`src/rtl/arc_pkg.sv`:
```
// Shared architectural definitions for the ID/EX boundary: the decoder's
// control-word layout, ALU-op and secondary opcode codes, and the update
// actions the ID/EX register can take on an edge.
package arc_pkg;

  // Control word width and bit positions.
  localparam int CTRL_W         = 13;
  localparam int CTRL_REGDST    = 12;
  localparam int CTRL_BRANCH    = 11;
  localparam int CTRL_MEMREAD   = 10;
  localparam int CTRL_MEMTOREG  = 9;
  localparam int CTRL_MEMWRITE  = 8;
  localparam int CTRL_ALUSRC    = 7;
  localparam int CTRL_REGWRITE  = 6;
  localparam int CTRL_ALUOP_MSB = 5;
  localparam int CTRL_ALUOP_LSB = 4;
  localparam int CTRL_OTHER_MSB = 3;
  localparam int CTRL_OTHER_LSB = 0;

  // ALU operation class carried in ctrl[5:4].
  localparam logic [1:0] ALUOP_MEM   = 2'b00;
  localparam logic [1:0] ALUOP_BEQ   = 2'b01;
  localparam logic [1:0] ALUOP_RTYPE = 2'b10;
  localparam logic [1:0] ALUOP_IMM   = 2'b11;

  // Secondary opcode codes carried in ctrl[3:0].
  localparam logic [3:0] OTHER_ANDI = 4'b0001;
  localparam logic [3:0] OTHER_ORI  = 4'b0010;
  localparam logic [3:0] OTHER_XORI = 4'b0011;
  localparam logic [3:0] OTHER_BNE  = 4'b0101;
  localparam logic [3:0] OTHER_SLTI = 4'b0110;

  // Packed view of the control word, MSB first, matching the bit positions.
  typedef struct packed {
    logic       regdst;
    logic       branch;
    logic       memread;
    logic       memtoreg;
    logic       memwrite;
    logic       alusrc;
    logic       regwrite;
    logic [1:0] aluop;
    logic [3:0] other;
  } ctrl_t;

  // What the ID/EX register does on the next edge, highest priority last.
  typedef enum logic [1:0] {
    UPD_LOAD   = 2'd0,
    UPD_HOLD   = 2'd1,
    UPD_BUBBLE = 2'd2,
    UPD_FLUSH  = 2'd3
  } idex_upd_e;

endpackage

```
`src/rtl/id_ex_pipe_load_use_detect.sv`:
```
// load_use_detect: combinational load-use hazard compare between the
// instruction sitting in EX and the instruction currently in ID. Kept as a
// separate module so the hazard-unit bench can instantiate it directly.
module load_use_detect #(
  parameter int REG_AW = 5
) (
  input  logic              ex_valid_i,
  input  logic              ex_memread_i,
  input  logic [REG_AW-1:0] ex_rt_i,
  input  logic              id_valid_i,
  input  logic [REG_AW-1:0] id_rs_i,
  input  logic [REG_AW-1:0] id_rt_i,
  output logic              hazard_o
);

  logic ex_is_load;
  logic rt_match;

  // A real load in EX writing a non-$0 register, consumed by a real ID op.
  always_comb begin
    ex_is_load = ex_valid_i & ex_memread_i & (ex_rt_i != '0);
    rt_match   = (ex_rt_i == id_rs_i) | (ex_rt_i == id_rt_i);
    hazard_o   = ex_is_load & id_valid_i & rt_match;
  end

endmodule

```
`src/rtl/id_ex_pipe.sv`:
```
// id_ex_pipe: ID/EX pipeline register behind the opcode control decoder.
// Registers the control word and ID operands, supports stall (hold), branch
// flush (squash) and load-use bubble insertion, and drives the load-use
// hazard that freezes the PC and IF/ID.
// Optional feature macro: ID_EX_BUBBLE_CNT_EN adds a saturating counter of
// inserted load-use bubbles on o_idex_bubble_cnt.
module id_ex_pipe
  import arc_pkg::*;
#(
  parameter int DATA_W = 32,
  parameter int REG_AW = 5
`ifdef ID_EX_BUBBLE_CNT_EN
  ,
  parameter int CNT_W  = 16
`endif
) (
  input  logic              i_clk,
  input  logic              i_rst,
  input  logic [CTRL_W-1:0] i_idex_ctrl,
  input  logic              i_idex_valid,
  input  logic [DATA_W-1:0] i_idex_pc4,
  input  logic [DATA_W-1:0] i_idex_rdata1,
  input  logic [DATA_W-1:0] i_idex_rdata2,
  input  logic [DATA_W-1:0] i_idex_imm,
  input  logic [REG_AW-1:0] i_idex_rs,
  input  logic [REG_AW-1:0] i_idex_rt,
  input  logic [REG_AW-1:0] i_idex_rd,
  input  logic              i_idex_stall,
  input  logic              i_idex_flush,
  output logic [CTRL_W-1:0] o_idex_ctrl,
  output logic              o_idex_valid,
  output logic [DATA_W-1:0] o_idex_pc4,
  output logic [DATA_W-1:0] o_idex_rdata1,
  output logic [DATA_W-1:0] o_idex_rdata2,
  output logic [DATA_W-1:0] o_idex_imm,
  output logic [REG_AW-1:0] o_idex_rs,
  output logic [REG_AW-1:0] o_idex_rt,
  output logic [REG_AW-1:0] o_idex_rd,
`ifdef ID_EX_BUBBLE_CNT_EN
  output logic [CNT_W-1:0]  o_idex_bubble_cnt,
`endif
  output logic              o_idex_hazard
);

  ctrl_t             ctrl_q,   ctrl_d;
  logic              valid_q,  valid_d;
  logic [DATA_W-1:0] pc4_q,    pc4_d;
  logic [DATA_W-1:0] rdata1_q, rdata1_d;
  logic [DATA_W-1:0] rdata2_q, rdata2_d;
  logic [DATA_W-1:0] imm_q,    imm_d;
  logic [REG_AW-1:0] rs_q,     rs_d;
  logic [REG_AW-1:0] rt_q,     rt_d;
  logic [REG_AW-1:0] rd_q,     rd_d;

  logic      hazard;
  idex_upd_e upd;

  load_use_detect #(
    .REG_AW (REG_AW)
  ) u_load_use_detect (
    .ex_valid_i   (valid_q),
    .ex_memread_i (ctrl_q.memread),
    .ex_rt_i      (rt_q),
    .id_valid_i   (i_idex_valid),
    .id_rs_i      (i_idex_rs),
    .id_rt_i      (i_idex_rt),
    .hazard_o     (hazard)
  );

  // Pick this edge's action: flush beats stall beats bubble beats load.
  always_comb begin
    if (i_idex_flush) begin
      upd = UPD_FLUSH;
    end else if (i_idex_stall) begin
      upd = UPD_HOLD;
    end else if (hazard) begin
      upd = UPD_BUBBLE;
    end else begin
      upd = UPD_LOAD;
    end
  end

  // Next-state for every pipeline field according to the selected action.
  always_comb begin
    // NOTE: every output of a combinational block gets a default first so no
    // path through the case leaves a variable unassigned (which would infer a latch).
    ctrl_d   = ctrl_q;
    valid_d  = valid_q;
    pc4_d    = pc4_q;
    rdata1_d = rdata1_q;
    rdata2_d = rdata2_q;
    imm_d    = imm_q;
    rs_d     = rs_q;
    rt_d     = rt_q;
    rd_d     = rd_q;
    unique case (upd)
      UPD_FLUSH, UPD_BUBBLE: begin
        // A squashed slot or bubble carries no control bits, so it can never
        // write a register, write memory or redirect fetch.
        ctrl_d   = '0;
        valid_d  = 1'b0;
        pc4_d    = '0;
        rdata1_d = '0;
        rdata2_d = '0;
        imm_d    = '0;
        rs_d     = '0;
        rt_d     = '0;
        rd_d     = '0;
      end
      UPD_HOLD: begin
        // Everything keeps its value; defaults above already hold.
      end
      default: begin
        ctrl_d   = i_idex_valid ? ctrl_t'(i_idex_ctrl) : '0;
        valid_d  = i_idex_valid;
        pc4_d    = i_idex_pc4;
        rdata1_d = i_idex_rdata1;
        rdata2_d = i_idex_rdata2;
        imm_d    = i_idex_imm;
        rs_d     = i_idex_rs;
        rt_d     = i_idex_rt;
        rd_d     = i_idex_rd;
      end
    endcase
  end

  // Pipeline register; reset clears the whole slot so an in-flight op is dropped.
  always_ff @(posedge i_clk or posedge i_rst) begin
    if (i_rst) begin
      ctrl_q   <= '0;
      valid_q  <= 1'b0;
      pc4_q    <= '0;
      rdata1_q <= '0;
      rdata2_q <= '0;
      imm_q    <= '0;
      rs_q     <= '0;
      rt_q     <= '0;
      rd_q     <= '0;
    end else begin
      // NOTE: non-blocking assignments so every register samples the
      // pre-edge values, independent of statement order.
      ctrl_q   <= ctrl_d;
      valid_q  <= valid_d;
      pc4_q    <= pc4_d;
      rdata1_q <= rdata1_d;
      rdata2_q <= rdata2_d;
      imm_q    <= imm_d;
      rs_q     <= rs_d;
      rt_q     <= rt_d;
      rd_q     <= rd_d;
    end
  end

`ifdef ID_EX_BUBBLE_CNT_EN
  logic [CNT_W-1:0] bubble_cnt_q, bubble_cnt_d;

  // Count bubbles actually inserted, sticking at all-ones.
  always_comb begin
    bubble_cnt_d = bubble_cnt_q;
    if ((upd == UPD_BUBBLE) && (bubble_cnt_q != '1)) begin
      bubble_cnt_d = bubble_cnt_q + 1'b1;
    end
  end

  // Bubble counter register.
  always_ff @(posedge i_clk or posedge i_rst) begin
    if (i_rst) begin
      bubble_cnt_q <= '0;
    end else begin
      bubble_cnt_q <= bubble_cnt_d;
    end
  end

  assign o_idex_bubble_cnt = bubble_cnt_q;
`endif

  assign o_idex_ctrl   = ctrl_q;
  assign o_idex_valid  = valid_q;
  assign o_idex_pc4    = pc4_q;
  assign o_idex_rdata1 = rdata1_q;
  assign o_idex_rdata2 = rdata2_q;
  assign o_idex_imm    = imm_q;
  assign o_idex_rs     = rs_q;
  assign o_idex_rt     = rt_q;
  assign o_idex_rd     = rd_q;
  assign o_idex_hazard = hazard;

endmodule

```
`config.mk`:
```
export PLATFORM = sky130hd
export DESIGN_NAME = id_ex_pipe
export DESIGN_NICKNAME = d
export VERILOG_FILES = /design/src/rtl/arc_pkg.sv /design/src/rtl/id_ex_pipe_load_use_detect.sv /design/src/rtl/id_ex_pipe.sv
export SDC_FILE = /design/constraint.sdc
export NUM_CORES = 1
export LEC_CHECK = 0
export BUFFER_PORTS_ARGS = -buffer_cell sky130_fd_sc_hd__buf_2
export CAP_MARGIN = 20
export CORE_AREA = 2 2 125 127
export DETAILED_ROUTE_END_ITERATION = 10
export DIE_AREA = 0 0 127 129
export PLACE_DENSITY_LB_ADDON = 0.3
export SLEW_MARGIN = 40
export SYNTH_ARGS = -nofsm -noshare
export SYNTH_HDL_FRONTEND = slang
export SYNTH_SLANG_ARGS = --single-unit
```
`constraint.sdc`:
```
create_clock -name i_clk -period 6.4 [get_ports i_clk]
set_input_delay 1.28 -clock i_clk [delete_from_list [all_inputs] [get_ports i_clk]]
set_output_delay 1.28 -clock i_clk [all_outputs]
set_load 0.1 [all_outputs]
```
==> impl_metrics.toml <==
[synth]
yosys_warnings = 0
avgSynthCellArea_um2 = 11.4
synth_top_area_share_pct = 56.9
ys_top_cells_by_area = "dfrtp_1 (57%), o22ai_2 (13%), nand2_1 (9.9%)"
yosysMostFrequentCell = "nand2_1"
synth-edff-count = 0
async_reset_ff_share_pct = 100
synth_commonest_cells = "nand2_1 (182), dfrtp_1 (157), o22ai_2 (70)"
ys_ff_latch = 157
post_synth_num_cell_types = 24
synth_area_um2 = 6910
syn_inst = 607
synth-seq-area-share_pct = 56.9
synth_top_area_cell = "dfrtp_1"
synth_fp_nets = 768
synth_ff_type = "dfrtp_1"

[floorplan]
initial_core_util_pct = 46.1
ios = 319
die_x_um = 127
die_area_um2 = 16400
fp.coreArea_um2 = 15000
rows = 45
die_y_um = 129

[timing]
worst_pin_slew_ns = 0.854
min_period_ns = 4.29
drv_slew = 0
period_share_pct = 67.0
max_slew_margin_pct = 43.1
fmax_mhz = 233
rsz0062_at_grt = "no"
fin_skew_ns = 0.0121
setup_viol = 0
finalHoldViolCount = 0
tns_ns = 0

[power]
p_leak_nw = 4.66
design_power_total_w = 0.00279
peakVddDrop_uv = 161
powerDensity_nw_per_um2 = 304

[clock_tree]
cts_max_path_buffers = 2
post_cts_buffers = 0
cts-root-buf = "clkbuf_16"
cts.repair.resized = 0
ctsHoldBuffers = 0
clk_pin_slew_ns = 0.05
cts_tree = "done"
cts_buffers = 17
h-tree-depth = 4
cts.sink_count = 157
clock_latency_ns = 0.42

[detailed_routing]
drc = 0
viasPerCell = 5.37
dr_total_vias = 5865
drtAntennaViolNets = 0
wl_per_cell_um = 17.7
drt_iter0_drc = 324
drtPass1Iterations = 4
drt_wl_total_um = 19300

[worst_setup_path]
cp_top_family = "buffers and inverters"
critPathKind = "in -> out"
start_kind = "input port"
cp-end-kind = "output port"
crit_fanout = 55
cp_num_buf_inv = 4
crit_top_cell = "buf_2"
crit_arrival_ns = 3.01
cpMaxStageDelayCell = "buf_2"
cpPeakStageDelay_ns = 0.42
path_cells = "buf_2 -> xor2_1 -> nor3_1 -> a22oi_1 -> or2_2 -> buf_4 -> inv_4 -> buf_2"
worstPathRequired_ns = 5.12

[cells_and_area]
antennaDiodeCount = 0
fillers = 1307
final_cell_count_no_fill = 1092
multi_input_area_um2 = 2660
drive_above_1_share_pct = 49.3
nets = 1052
ff_latch_area_um2 = 3930
syn_to_final_growth_pct = 32.6

[run_status]
outcome = "complete, no violations"

[place]
dpl.hpwl_um = 12900
gp_congestion = 0.831
io_buffers = 318
dp_cells = 1060

[grt]
grt_max_degree = 89
gr-usage-met2_pct = 36.4
gr-usage-met1_pct = 29.8
antenna_found_initial = 2
track_usage_pct = 23.2
grt_pass1_wl_um = 29700
grt_pass1_vias = 5484
grt_busiest_layer = "met2"
grt_overflow_total = 0
met3_usage_pct = 7.28

[hold_path]
min_path_type = "reg -> reg"

[job]
maxCapViolCount = 0
-- where the power goes --
part           leakage, nW  switching, W  internal (W)
logic                 2.28      0.000552      0.000131
clock network        0.294      0.000405      0.000626
registers             2.09     0.0000293       0.00105
total                 4.66      0.000986       0.00180
-- cell usage in the layout (no fill, tap or decap), types with 2 or more instances in the layout --
cell,Yosys,routed
bufinv_16,0,3
xor2_1,10,10
buf_2,8,316
inv_6,0,3
o22ai_1,15,15
nand2_1,182,182
nor3_1,2,2
clkinvlp_4,0,2
nor2_1,3,2
or3b_2,5,5
inv_1,6,5
clkinv_2,0,3
o21ai_0,13,13
clkinv_4,0,3
buf_6,8,2
nand3b_1,13,13
o41ai_2,5,5
a32o_1,54,54
o22ai_2,70,70
clkbuf_16,0,17
dfrtp_1,157,157
buf_4,2,10
-- path summary, 6_finish.rpt --
| path | start | end | slack (ns) | cells past startpoint |
|---|---|---|---|---|
| setup / recovery | i_idex_rs[2] | o_idex_hazard | 2.11 | 8 |
| hold / removal | o_idex_ctrl[0] | o_idex_ctrl[0] | 0.47 | 2 |
| setup reg to reg | o_idex_rt[2] | o_idex_ctrl[4] | 3.01 | 9 |
| hold reg to reg | o_idex_ctrl[0] | o_idex_ctrl[0] | 0.47 | 2 |
| max in group asynchronous | i_rst | o_idex_imm[23] | 4.54 | 3 |
| min in group asynchronous | i_rst | o_idex_pc4[21] | 0.90 | 2 |
-- per-stage QoR --
stage | setup WS (ns) | instance area, um^2 | util [%] | hold slack [ns]
after floorplan | 0.885 | 6910 | - | 0.529
after global placement | 2.05 | 8520 | 56.9 | 0.457
after detailed placement | 2.07 | 8560 | 57.1 | 0.459
after CTS | 2.09 | 9160 | 61.2 | 0.474
after global routing | 1.95 | 9170 | 61.2 | 0.480
final | 2.11 | 9170 | 61.2 | 0.471
-- layer usage --
layer	routed length (um)	share of wire, %	vias to the layer above
met5	27	0.14	-
met4	518	2.7	4
met3	1370	7.1	42
met2	9330	48	231
met1	8050	42	2845
li1	-	-	2743
-- worst register-to-register path, stage by stage (launching register included) --
cell and delay, ns:
dfrtp_1 0.44, xor2_1 0.19, nor3_1 0.20, a22oi_1 0.12, or2_2 0.30, buf_4 0.31
inv_4 0.13, buf_4 0.62, buf_4 0.71, o21ai_0 0.23
-- sequential cells by signal, indices dropped and copies added, names as in the netlist --
name / count
o_idex_rdata2: 32
o_idex_rt: 5
o_idex_rd: 5
o_idex_pc4: 32
o_idex_imm: 32
o_idex_valid: 1
o_idex_ctrl: 13
o_idex_rdata1: 32
o_idex_rs: 5
-- cell families after synthesis --
logic type | share of synthesized area, %
AO/OA/AOI/OAI | 24.3
XOR/XNOR | 1.27
buffers and inverters | 4.98
flip-flops | 56.9
AND/OR/NAND/NOR | 12.6
-- cell type report --
cell class | instances | area share [%]
clock buffer | 19 | 4.83
timing repair buffer | 329 | 18.6
clock inverter | 13 | 1.79
sequential | 157 | 42.9
multi-input combinational | 379 | 29.0
inverter | 7 | 0.369
tap | 188 | 2.57
(Power assumes the default switching activity.)
